<file path="config.mk">
export PLATFORM = sky130hd
export DESIGN_NAME = rv_fetch
export DESIGN_NICKNAME = d
export VERILOG_FILES = /design/src/rtl/rv_fetch.sv
export SDC_FILE = /design/constraint.sdc
export NUM_CORES = 1
export LEC_CHECK = 0
export BUFFER_PORTS_ARGS = -buffer_cell sky130_fd_sc_hd__buf_2
export CAP_MARGIN = 10
export CELL_PAD_IN_SITES_DETAIL_PLACEMENT = 0
export CELL_PAD_IN_SITES_GLOBAL_PLACEMENT = 1
export CORE_ASPECT_RATIO = 1.5
export CORE_UTILIZATION = 38
export DETAILED_ROUTE_END_ITERATION = 6
export PLACE_DENSITY = 0.84
export REMOVE_ABC_BUFFERS = 1
export SLEW_MARGIN = 20
export SYNTH_ARGS = -nofsm -noshare
export SYNTH_HDL_FRONTEND = slang
export SYNTH_SLANG_ARGS = --single-unit
export TNS_END_PERCENT = 20
</file>
<file path="constraint.sdc">
create_clock -name i_clk -period 6.25 [get_ports i_clk]
set_input_delay 0.9375 -clock i_clk [delete_from_list [all_inputs] [get_ports i_clk]]
set_output_delay 0.9375 -clock i_clk [all_outputs]
set_load 0.02 [all_outputs]
</file>
<file path="src/rtl/rv_fetch.sv">
// rv32i instruction-fetch stage: PC register, single-outstanding imem request
// FSM, and the IF/ID pipeline register backed by a one-entry skid buffer.
module rv_fetch #(
  parameter int unsigned     XLEN      = 32,
  parameter logic [XLEN-1:0] RESET_PC  = '0,
  parameter logic [31:0]     NOP_INSTR = 32'h0000_0013
) (
  input  logic            i_clk,
  input  logic            i_rst,
  output logic            o_fetch_imem_req,
  output logic [XLEN-1:0] o_fetch_imem_addr,
  input  logic            i_fetch_imem_ready,
  input  logic            i_fetch_imem_rvalid,
  input  logic [31:0]     i_fetch_imem_rdata,
  input  logic            i_fetch_stall,
  input  logic            i_fetch_redirect,
  input  logic [XLEN-1:0] i_fetch_redirect_pc,
  output logic            o_fetch_valid,
  output logic [31:0]     o_fetch_instr,
  output logic [XLEN-1:0] o_fetch_pc,
  output logic [XLEN-1:0] o_fetch_pc_plus4
);

  typedef enum logic [1:0] {
    S_REQ  = 2'd0,
    S_WAIT = 2'd1,
    S_DROP = 2'd2
  } state_t;

  state_t          state;
  logic [XLEN-1:0] pc;
  logic [XLEN-1:0] req_pc;

  logic            skid_valid;
  logic [31:0]     skid_instr;
  logic [XLEN-1:0] skid_pc;

  logic            if_valid;
  logic [31:0]     if_instr;
  logic [XLEN-1:0] if_pc;

  logic            accept;
  logic            resp_live;
  logic            advance;
  logic [XLEN-1:0] redirect_tgt;

  // A full skid blocks new requests, so a skid drain and a fresh response
  // can never land in the IF/ID register on the same edge.
  assign o_fetch_imem_req  = (state == S_REQ) & ~skid_valid & ~i_rst;
  assign o_fetch_imem_addr = pc;

  assign accept       = o_fetch_imem_req & i_fetch_imem_ready;
  assign resp_live    = (state == S_WAIT) & i_fetch_imem_rvalid & ~i_fetch_redirect;
  assign advance      = ~i_fetch_stall | ~if_valid;
  assign redirect_tgt = i_fetch_redirect_pc & ~XLEN'(3);

  // NOTE: every register below is updated with non-blocking assignments so
  // each reads the pre-edge value of the others, exactly like the flops do.
  always_ff @(posedge i_clk or posedge i_rst) begin
    if (i_rst) begin
      state  <= S_REQ;
      pc     <= RESET_PC;
      req_pc <= RESET_PC;
    end else begin
      case (state)
        S_REQ: begin
          if (i_fetch_redirect) begin
            pc    <= redirect_tgt;
            state <= accept ? S_DROP : S_REQ;
          end else if (accept) begin
            req_pc <= pc;
            pc     <= pc + XLEN'(4);
            state  <= S_WAIT;
          end
        end
        S_WAIT: begin
          if (i_fetch_redirect) begin
            pc    <= redirect_tgt;
            state <= i_fetch_imem_rvalid ? S_REQ : S_DROP;
          end else if (i_fetch_imem_rvalid) begin
            state <= S_REQ;
          end
        end
        S_DROP: begin
          if (i_fetch_redirect) pc <= redirect_tgt;
          // The stale response retires the only outstanding request.
          if (i_fetch_imem_rvalid) state <= S_REQ;
        end
        default: state <= S_REQ;
      endcase
    end
  end

  always_ff @(posedge i_clk or posedge i_rst) begin
    if (i_rst) begin
      if_valid   <= 1'b0;
      if_instr   <= NOP_INSTR;
      if_pc      <= '0;
      skid_valid <= 1'b0;
      skid_instr <= NOP_INSTR;
      skid_pc    <= '0;
    end else if (i_fetch_redirect) begin
      if_valid   <= 1'b0;
      if_instr   <= NOP_INSTR;
      skid_valid <= 1'b0;
    end else if (advance) begin
      if (skid_valid) begin
        if_valid   <= 1'b1;
        if_instr   <= skid_instr;
        if_pc      <= skid_pc;
        skid_valid <= 1'b0;
      end else if (resp_live) begin
        if_valid <= 1'b1;
        if_instr <= i_fetch_imem_rdata;
        if_pc    <= req_pc;
      end else begin
        if_valid <= 1'b0;
        if_instr <= NOP_INSTR;
      end
    end else if (resp_live) begin
      skid_valid <= 1'b1;
      skid_instr <= i_fetch_imem_rdata;
      skid_pc    <= req_pc;
    end
  end

  assign o_fetch_valid    = if_valid;
  assign o_fetch_instr    = if_instr;
  assign o_fetch_pc       = if_pc;
  assign o_fetch_pc_plus4 = if_pc + XLEN'(4);

endmodule
</file>
Word level (Yosys, flattened, before mapping)
Cells that the tools add are included.
{"block": "op_classes", "n_bitwise": 12, "eq_ne": 4, "muxes": 24, "n_addsub": 2, "reduce_logical": 10}
{"operator": "two-way mux 32 bit", "count": 9}
{"operator": "adder 32 x 3 -> 32 bit (second input constant)", "count": 2}
{"operator": "one-hot mux 32 bit (2 select lines)", "count": 1}
{"operator": "two-way mux 2 bit", "count": 6}
{"operator": "AND reduction 3 bit", "count": 4}
{"operator": "two-way mux 1 bit", "count": 7}
{"operator": "inverter 1 bit", "count": 6}
{"operator": "one-hot mux 2 bit (3 select lines)", "count": 1}
{"operator": "nonzero test 2 bit", "count": 3}
{"operator": "bitwise AND 1 bit", "count": 5}
{"operator": "inequality test 3 bit (second input constant)", "count": 1}
{"operator": "nonzero test 3 bit", "count": 1}
{"operator": "equality test 2 x 1 -> 1 bit (second input constant)", "count": 1}
{"operator": "equality test 2 bit (second input constant)", "count": 1}
{"operator": "zero test 2 bit", "count": 1}
{"operator": "inequality test 2 x 1 -> 1 bit (second input constant)", "count": 1}
{"operator": "OR reduction 2 bit", "count": 1}
{"operator": "bitwise OR 1 bit", "count": 1}
{"block": "word_totals", "inputBits": 70, "reg_bits": 196, "word_cells": 61, "out_inout_bits": 130}

Depth between registers and ports, before layout
Gate-level depths: netlist (run 1).
{"block": "logic_depth", "ltp_word": 7, "mapped_depth": 9, "mapped_depth_nobuf": 7}

Least setup slack after synthesis (run 1)
No wires, ideal clock.
{"block": "synth_path", "path_type": "register -> output", "from": "register if_pc[2], in the netlist o_fetch_pc[2]", "to": "output port o_fetch_pc_plus4[26]", "path_stages_with_launch": 7, "arrival_ns": 1.895, "slack_ns": 3.418, "t_required_ns": 5.312, "path_buffers": 0, "path_cell_list": "dfrtp_1 ha_1 nand3_1 or2_2 nor3_1 nand2_1 xnor2_1"}
{"block": "synth_via", "elab_chain_len": 1}
{"item": "start, declared", "line": "40", "text": "logic [XLEN-1:0] if_pc;"}
{"item": "start signal, assigned", "line": "110", "text": "if_pc <= skid_pc;"}
{"item": "start signal, assigned", "line": "115", "text": "if_pc <= req_pc;"}
{"item": "adder 32 x 3 -> 32 bit", "line": "130", "text": "assign o_fetch_pc_plus4 = if_pc + XLEN'(4);"}
{"item": "end, declared", "line": "21", "text": "output logic [XLEN-1:0] o_fetch_pc_plus4"}
No other way between the ends.

Worst setup path after layout (run 1)
{"block": "layout_path", "from": "register if_pc[3], in the netlist o_fetch_pc[3]", "to": "output port o_fetch_pc_plus4[26]"}
Same word-level chain as after synthesis.

==> results of run 1 <==
## registers in the layout, summed over array words and instances (netlist names)
name and cells:
skid_pc 30, o_fetch_imem_addr 30, state 2, o_fetch_pc 30, o_fetch_instr 32, skid_instr 32, req_pc 30, skid_valid 1
o_fetch_valid 1
## metrics by stage
step	power, mW	setup WS, ps	utilization	hold WS (ps)	area [um^2]
floorplan	2.76	209	-	465	8720
global placement	3.31	2810	0.442	456	10200
detailed placement	3.34	2750	0.442	466	10200
CTS	4.44	2720	0.468	483	10800
global route	4.66	2640	0.468	497	10800
finish	4.41	2760	0.468	476	10800
## path summary, 6_finish.rpt
| kind | startpoint | to | slack (ps) | cells after the start |
|---|---|---|---|---|
| worst min register to register | o_fetch_instr[20] | o_fetch_instr[20] | 480 | 2 |
| min in group asynchronous | i_rst | skid_pc[28] | 690 | 2 |
| worst max register to register | state[1] | skid_instr[10] | 3530 | 6 |
| worst min-delay path | o_fetch_instr[20] | o_fetch_instr[20] | 480 | 2 |
| max in group asynchronous | i_rst | skid_valid | 4250 | 3 |
| worst max-delay path | o_fetch_pc[3] | o_fetch_pc_plus4[26] | 2760 | 7 |
## cells in the mapped netlist, types with 13 or more instances
library cell / instances
a21oi_1: 63
a22oi_1: 30
buf_2: 13
clkbuf_1: 36
dfrtp_1: 182
mux2_2: 89
mux2i_1: 33
nand2_1: 73
nand3_1: 28
nand4_1: 19
nor2_1: 65
o21ai_0: 51
xnor2_1: 19
## area by class of cell
type                       instances  area (um^2)  share of cell area
sequential                       188         4720               0.437
clock buffer                      18          429              0.0398
tap                              315          394              0.0365
antenna                            1         2.50            0.000232
clock inverter                    14          170              0.0158
multi-input combinational        583         4010               0.372
timing repair buffer             200         1020              0.0949
inverter                          10         45.0             0.00417
## power breakdown
| group | internal (mW) | leakage [nW] | switching [mW] |
|---|---|---|---|
| Sequential | 1.49 | 2.38 | 0.392 |
| Clock | 0.542 | 0.291 | 0.543 |
| Combinational | 0.548 | 2.17 | 0.890 |
## worst register-to-register path: stages (launching register included)
cell and delay, ps:
dfrtp_1 410, inv_1 110, ha_1 200, nand2_1 130
nor2_4 780, buf_4 570, mux2_2 410
## layer usage
layer	part of all wire	up-vias
li1	-	3334
met1	0.43	3397
met2	0.51	203
met3	0.041	34
met4	0.025	0
met5	0	-
## cells by family (layout without fill, tap and decap cells)
kind of cell               after synthesis  count (layout)
muxes                                  122             122
adders and majority gates                6               6
and+or+nand+nor                        234             234
other                                    1               7
xor gates and xnor gates                28              28
DFF                                    188             188
AOI/OAI and AO/OA                      187             187
buffers and inverters                   68             242
==> qor.yml, run 1 <==
logic_synthesis:
  async_flop_share: 1.00
  ys_seq_area_frac: 0.526
  synth_fa_ha_area_frac: 0.00838
  synth_mux_area_frac: 0.149
  synthTopCellsByArea: "dfrtp_1 51%, mux2_2 11%, mux2i_1 3.7%"
  yosys_warnings: 0
  synth.distinct_cells: 52
  synth_top_area_frac: 0.508
  synth_top_area_cell: "dfrtp_1"
  ys_ff_latch: 188
  synth_compound_area_frac: 0.127
  synthFlopType: "dfrtp_1"
  synth_edf_count: 0
  syn_inst: 834
  yosys.area_share.simple: 0.129
  synth_top_family_by_area: "multiplexers"
  syn_area_mm2: 0.00896
  syn_area_per_cell_um2: 10.7
  synthXorXnorAreaFrac: 0.0274
worst_setup_path:
  cp_slowest_cell: "nor3_1"
  crit_buf_inv: 1
  crit_path_end_kind: "output port"
  crit_fanout: 5
  crit_chain: "ha_1, nand3_1, or2_2, nor3_1, nand2_1, xnor2_1, buf_2"
  worstPathArrival_ps: 2550
  path_class: "flop to output port"
  cpPeakStageDelay_ps: 450
  cp.required_ps: 5310
  path_delay_family: "simple AND/OR/NAND/NOR gates"
  startpoint_type: "flop"
route:
  wl_per_cell_um: 17.2
  drc: 0
  drt_iter0_drc: 348
  drt.antenna.violating_nets: 0
  viasPerCell: 5.24
  vias: 6968
  first_pass_iters: 5
  wl_um: 22800
global_routing:
  grt_use_met1: 0.239
  use_met3: 0.0278
  track_usage: 0.192
  grtUsageMet2: 0.331
  grt_max_degree: 135
  antenna_found_initial: 1
  grt-busiest-layer: "met2"
  grt_pass1_vias: 6642
  grt_pass1_wl_um: 36100
  globalRouteOverflowTotal: 0
floorplan:
  io_pins: 200
  die_area_mm2: 0.0242
  die-width_um: 127
  die_y_um: 190
  rows: 68
  fp.coreArea_mm2: 0.0231
  start_util: 0.389
timing:
  relSlewSlack: 0.286
  finalHoldViolCount: 0
  period_needed_ps: 3490
  worst_pin_slew_ps: 1070
  period_share: 0.558
  finalSetupTns_ps: 0
  clock_skew_ps: 10.4
  fmax_mhz: 287
  rsz0062_at_grt: "false"
  slew_violations: 0
  setup_viol: 0
cells_and_area:
  fillers: 2162
  syn2layout_area_growth_pct: 20.4
  final_cell_mix: "191 x buf_2, 181 x dfrtp_1, 89 x mux2_2, 73 x nand2_1, 63 x a21oi_1"
  layout-drive-gt1-share: 0.346
  final_common_cell: "buf_2"
  stdcell_count: 1329
  fin_nets: 1076
run:
  cap_violations: 0
placement:
  place.port_buffers: 191
  placed_cells: 1296
  hpwl_um: 15800
  gp_congestion: 0.854
hold_path:
  hold_class: "flop to flop"
clock_tree:
  h-tree-depth: 4
  cts_root_buf: "clkbuf_16"
  clockBufferDepth: 2
  clock-sinks: 188
  clkSlewWorstSetupHoldPaths_ps: 70
  cts-resized-gates: 0
  cts_post_setup_buffers_inserted: 0
  cts_tree: "built"
  postCtsHoldBufs: 0
  cts_buffers: 17
  worstSkewPairLatency_ps: 440
status:
  status: "complete, no violations"
power_and_ir_drop:
  p_per_area_mw_per_mm2: 409
  peakVddDrop_uv: 200
  power.leakage_nw: 4.84
Power figures use the tool's default switching activity.
==> inputs of run 2 (changes only) <==
--- a/config.mk
+++ b/config.mk
@@ -10,9 +10,9 @@
 export CELL_PAD_IN_SITES_DETAIL_PLACEMENT = 0
 export CELL_PAD_IN_SITES_GLOBAL_PLACEMENT = 1
 export CORE_ASPECT_RATIO = 1.5
-export CORE_UTILIZATION = 38
+export CORE_UTILIZATION = 42
 export DETAILED_ROUTE_END_ITERATION = 6
-export PLACE_DENSITY = 0.84
+export PLACE_DENSITY = 0.88
 export REMOVE_ABC_BUFFERS = 1
 export SLEW_MARGIN = 20
 export SYNTH_ARGS = -nofsm -noshare
==> constraint.sdc (replaced) <==
create_clock -name i_clk -period 3.4 [get_ports i_clk]
set_input_delay 0.51 -clock i_clk [delete_from_list [all_inputs] [get_ports i_clk]]
set_output_delay 0.51 -clock i_clk [all_outputs]
set_load 0.02 [all_outputs]
==> run 2 against run 1 <==
  * Utilization up 4.7 points
  * Sequential share of layout area about the same
  * Clock skew is 1.7 ps higher
  * Cell count is 2.9% lower
  * Critical endpoint is now o_fetch_pc_plus4[30]
  * Worst hold slack worse by 250 ps
  * Flip-flop and latch count stayed put
  * Non-clock buffer count up 9
  * Global-route usage increased by 1.5 points
  * Count of clock-buffer cells in the layout is the same
  * Routed wire length shrank 2.7%
  * First-iteration DRC count increased by 34%
  * Clock power increased by 83%
==> qor.yml, run 2 (synthesis gave the netlist of run 1 again) <==
route:
  wl_per_cell_um: 17.2
  drt.antenna.violating_nets: 0
  viasPerCell: 5.43
  vias: 7000
  wl_um: 22200
  first_pass_iters: 5
  drc: 0
  drt_iter0_drc: 465
global_routing:
  grt_max_degree: 100
  grt_pass1_vias: 6779
  track_usage: 0.207
  globalRouteOverflowTotal: 0
  grt_pass1_wl_um: 35500
  antenna_found_initial: 0
worst_setup_path:
  r2r_cells: 7
  startpoint_type: "flop"
  crit_path_end_kind: "output port"
  crit_fanout: 6
  cp.required_ps: 2890
  worstPathArrival_ps: 2520
  path_class: "flop to output port"
cells_and_area:
  final_common_cell: "buf_2"
  syn2layout_area_growth_pct: 20.5
  fin_nets: 1085
  antenna_cells: 0
  final_cell_mix: "191 x buf_2, 181 x dfrtp_1, 89 x mux2_2, 73 x nand2_1, 63 x a21oi_1"
  layout-drive-gt1-share: 0.352
  stdcell_area_mm2: 0.0108
  final_util: 0.515
placement:
  place.port_buffers: 191
  hpwl_um: 15900
  placed_area_mm2: 0.0102
  gp_congestion: 0.850
timing:
  slew_violations: 0
  setup_viol: 0
  fmax_mhz: 330
  clock_skew_ps: 12.1
  finalHoldViolCount: 0
  rsz0062_at_grt: "false"
  relSlewSlack: 0.494
  period_needed_ps: 3030
  period_share: 0.891
  worst_pin_slew_ps: 751
floorplan:
  die_y_um: 181
  fp.coreArea_mm2: 0.0210
  start_util: 0.427
  io_pins: 200
  die_area_mm2: 0.0219
  rows: 65
  die-width_um: 121
clock_tree:
  clockBufferDepth: 2
  cts_post_setup_buffers_inserted: 0
  worstSkewPairLatency_ps: 430
  cts_root_buf: "clkbuf_16"
  clock-sinks: 188
  postCtsHoldBufs: 0
  h-tree-depth: 4
  cts-resized-gates: 0
  cts_tree: "built"
  cts_buffers: 17
  clkSlewWorstSetupHoldPaths_ps: 70
power_and_ir_drop:
  power.leakage_nw: 4.88
  peakVddDrop_uv: 386
  p_per_area_mw_per_mm2: 750
run:
  cap_violations: 0
status:
  status: "complete, no violations"
hold_path:
  hold_class: "input pin to asynchronous set/reset pin"
[run 2: path summary, 6_finish.rpt]
kind                       slack, ps                   start              endpoint
setup reg to reg                 770                state[0]  o_fetch_imem_addr[6]
hold / removal                   230                   i_rst        o_fetch_pc[28]
hold reg to reg                  470       o_fetch_instr[12]     o_fetch_instr[12]
max in group asynchronous       2310                   i_rst  o_fetch_imem_addr[3]
min in group i_clk               300  i_fetch_redirect_pc[2]  o_fetch_imem_addr[2]
setup / recovery                 370           o_fetch_pc[2]  o_fetch_pc_plus4[30]
[run 2: routing by layer]
layer | track usage | share of wire | vias up | wire, um
met4 | 0.0943 | 0.031 | 0 | 694
met3 | 0.0328 | 0.035 | 34 | 784
li1 | - | - | 3351 | -
met1 | 0.252 | 0.42 | 3428 | 9220
met2 | 0.357 | 0.52 | 187 | 11500
met5 | 0 | 0 | - | 0
[run 2: area by class of cell]
| type | instances | area (um^2) |
|---|---|---|
| Fill cell | 1896 | 10200 |
| Clock inverter | 14 | 154 |
| Timing Repair Buffer | 209 | 1110 |
| Sequential cell | 188 | 4710 |
| Clock buffer | 18 | 439 |
| Inverter | 10 | 45.0 |
| Tap cell | 268 | 335 |
| Multi-Input combinational cell | 583 | 4000 |
[run 2: where the power goes]
group	internal (mW)	total, mW	switching [mW]
Combinational	1.02	2.69	1.66
Sequential	2.75	3.42	0.674
Clock	1.06	2.00	0.932
Total	4.83	8.10	3.27
[run 2: per-stage QoR]
stage / instances / power, mW / hold slack, ps / setup WS, ps / TNS (ps)
after detailed placement: 1257 / 6.15 / 466 / 768 / 0
final: 1290 / 8.10 / 226 / 371 / 0
after global placement: 1257 / 6.09 / 456 / 792 / 0
after global routing: 1290 / 8.58 / 275 / 182 / 0
after floorplan: 781 / 5.07 / 465 / -2210 / -473520
after CTS: 1289 / 8.17 / 255 / 282 / 0
[run 2: worst max-delay path, cell delays in order, from the launching register on]
cell,delay [ps]
dfrtp_1,420
ha_1,200
nand3_1,170
or2_2,370
nor3_1,450
nand2_1,140
xnor2_1,150
buf_2,180
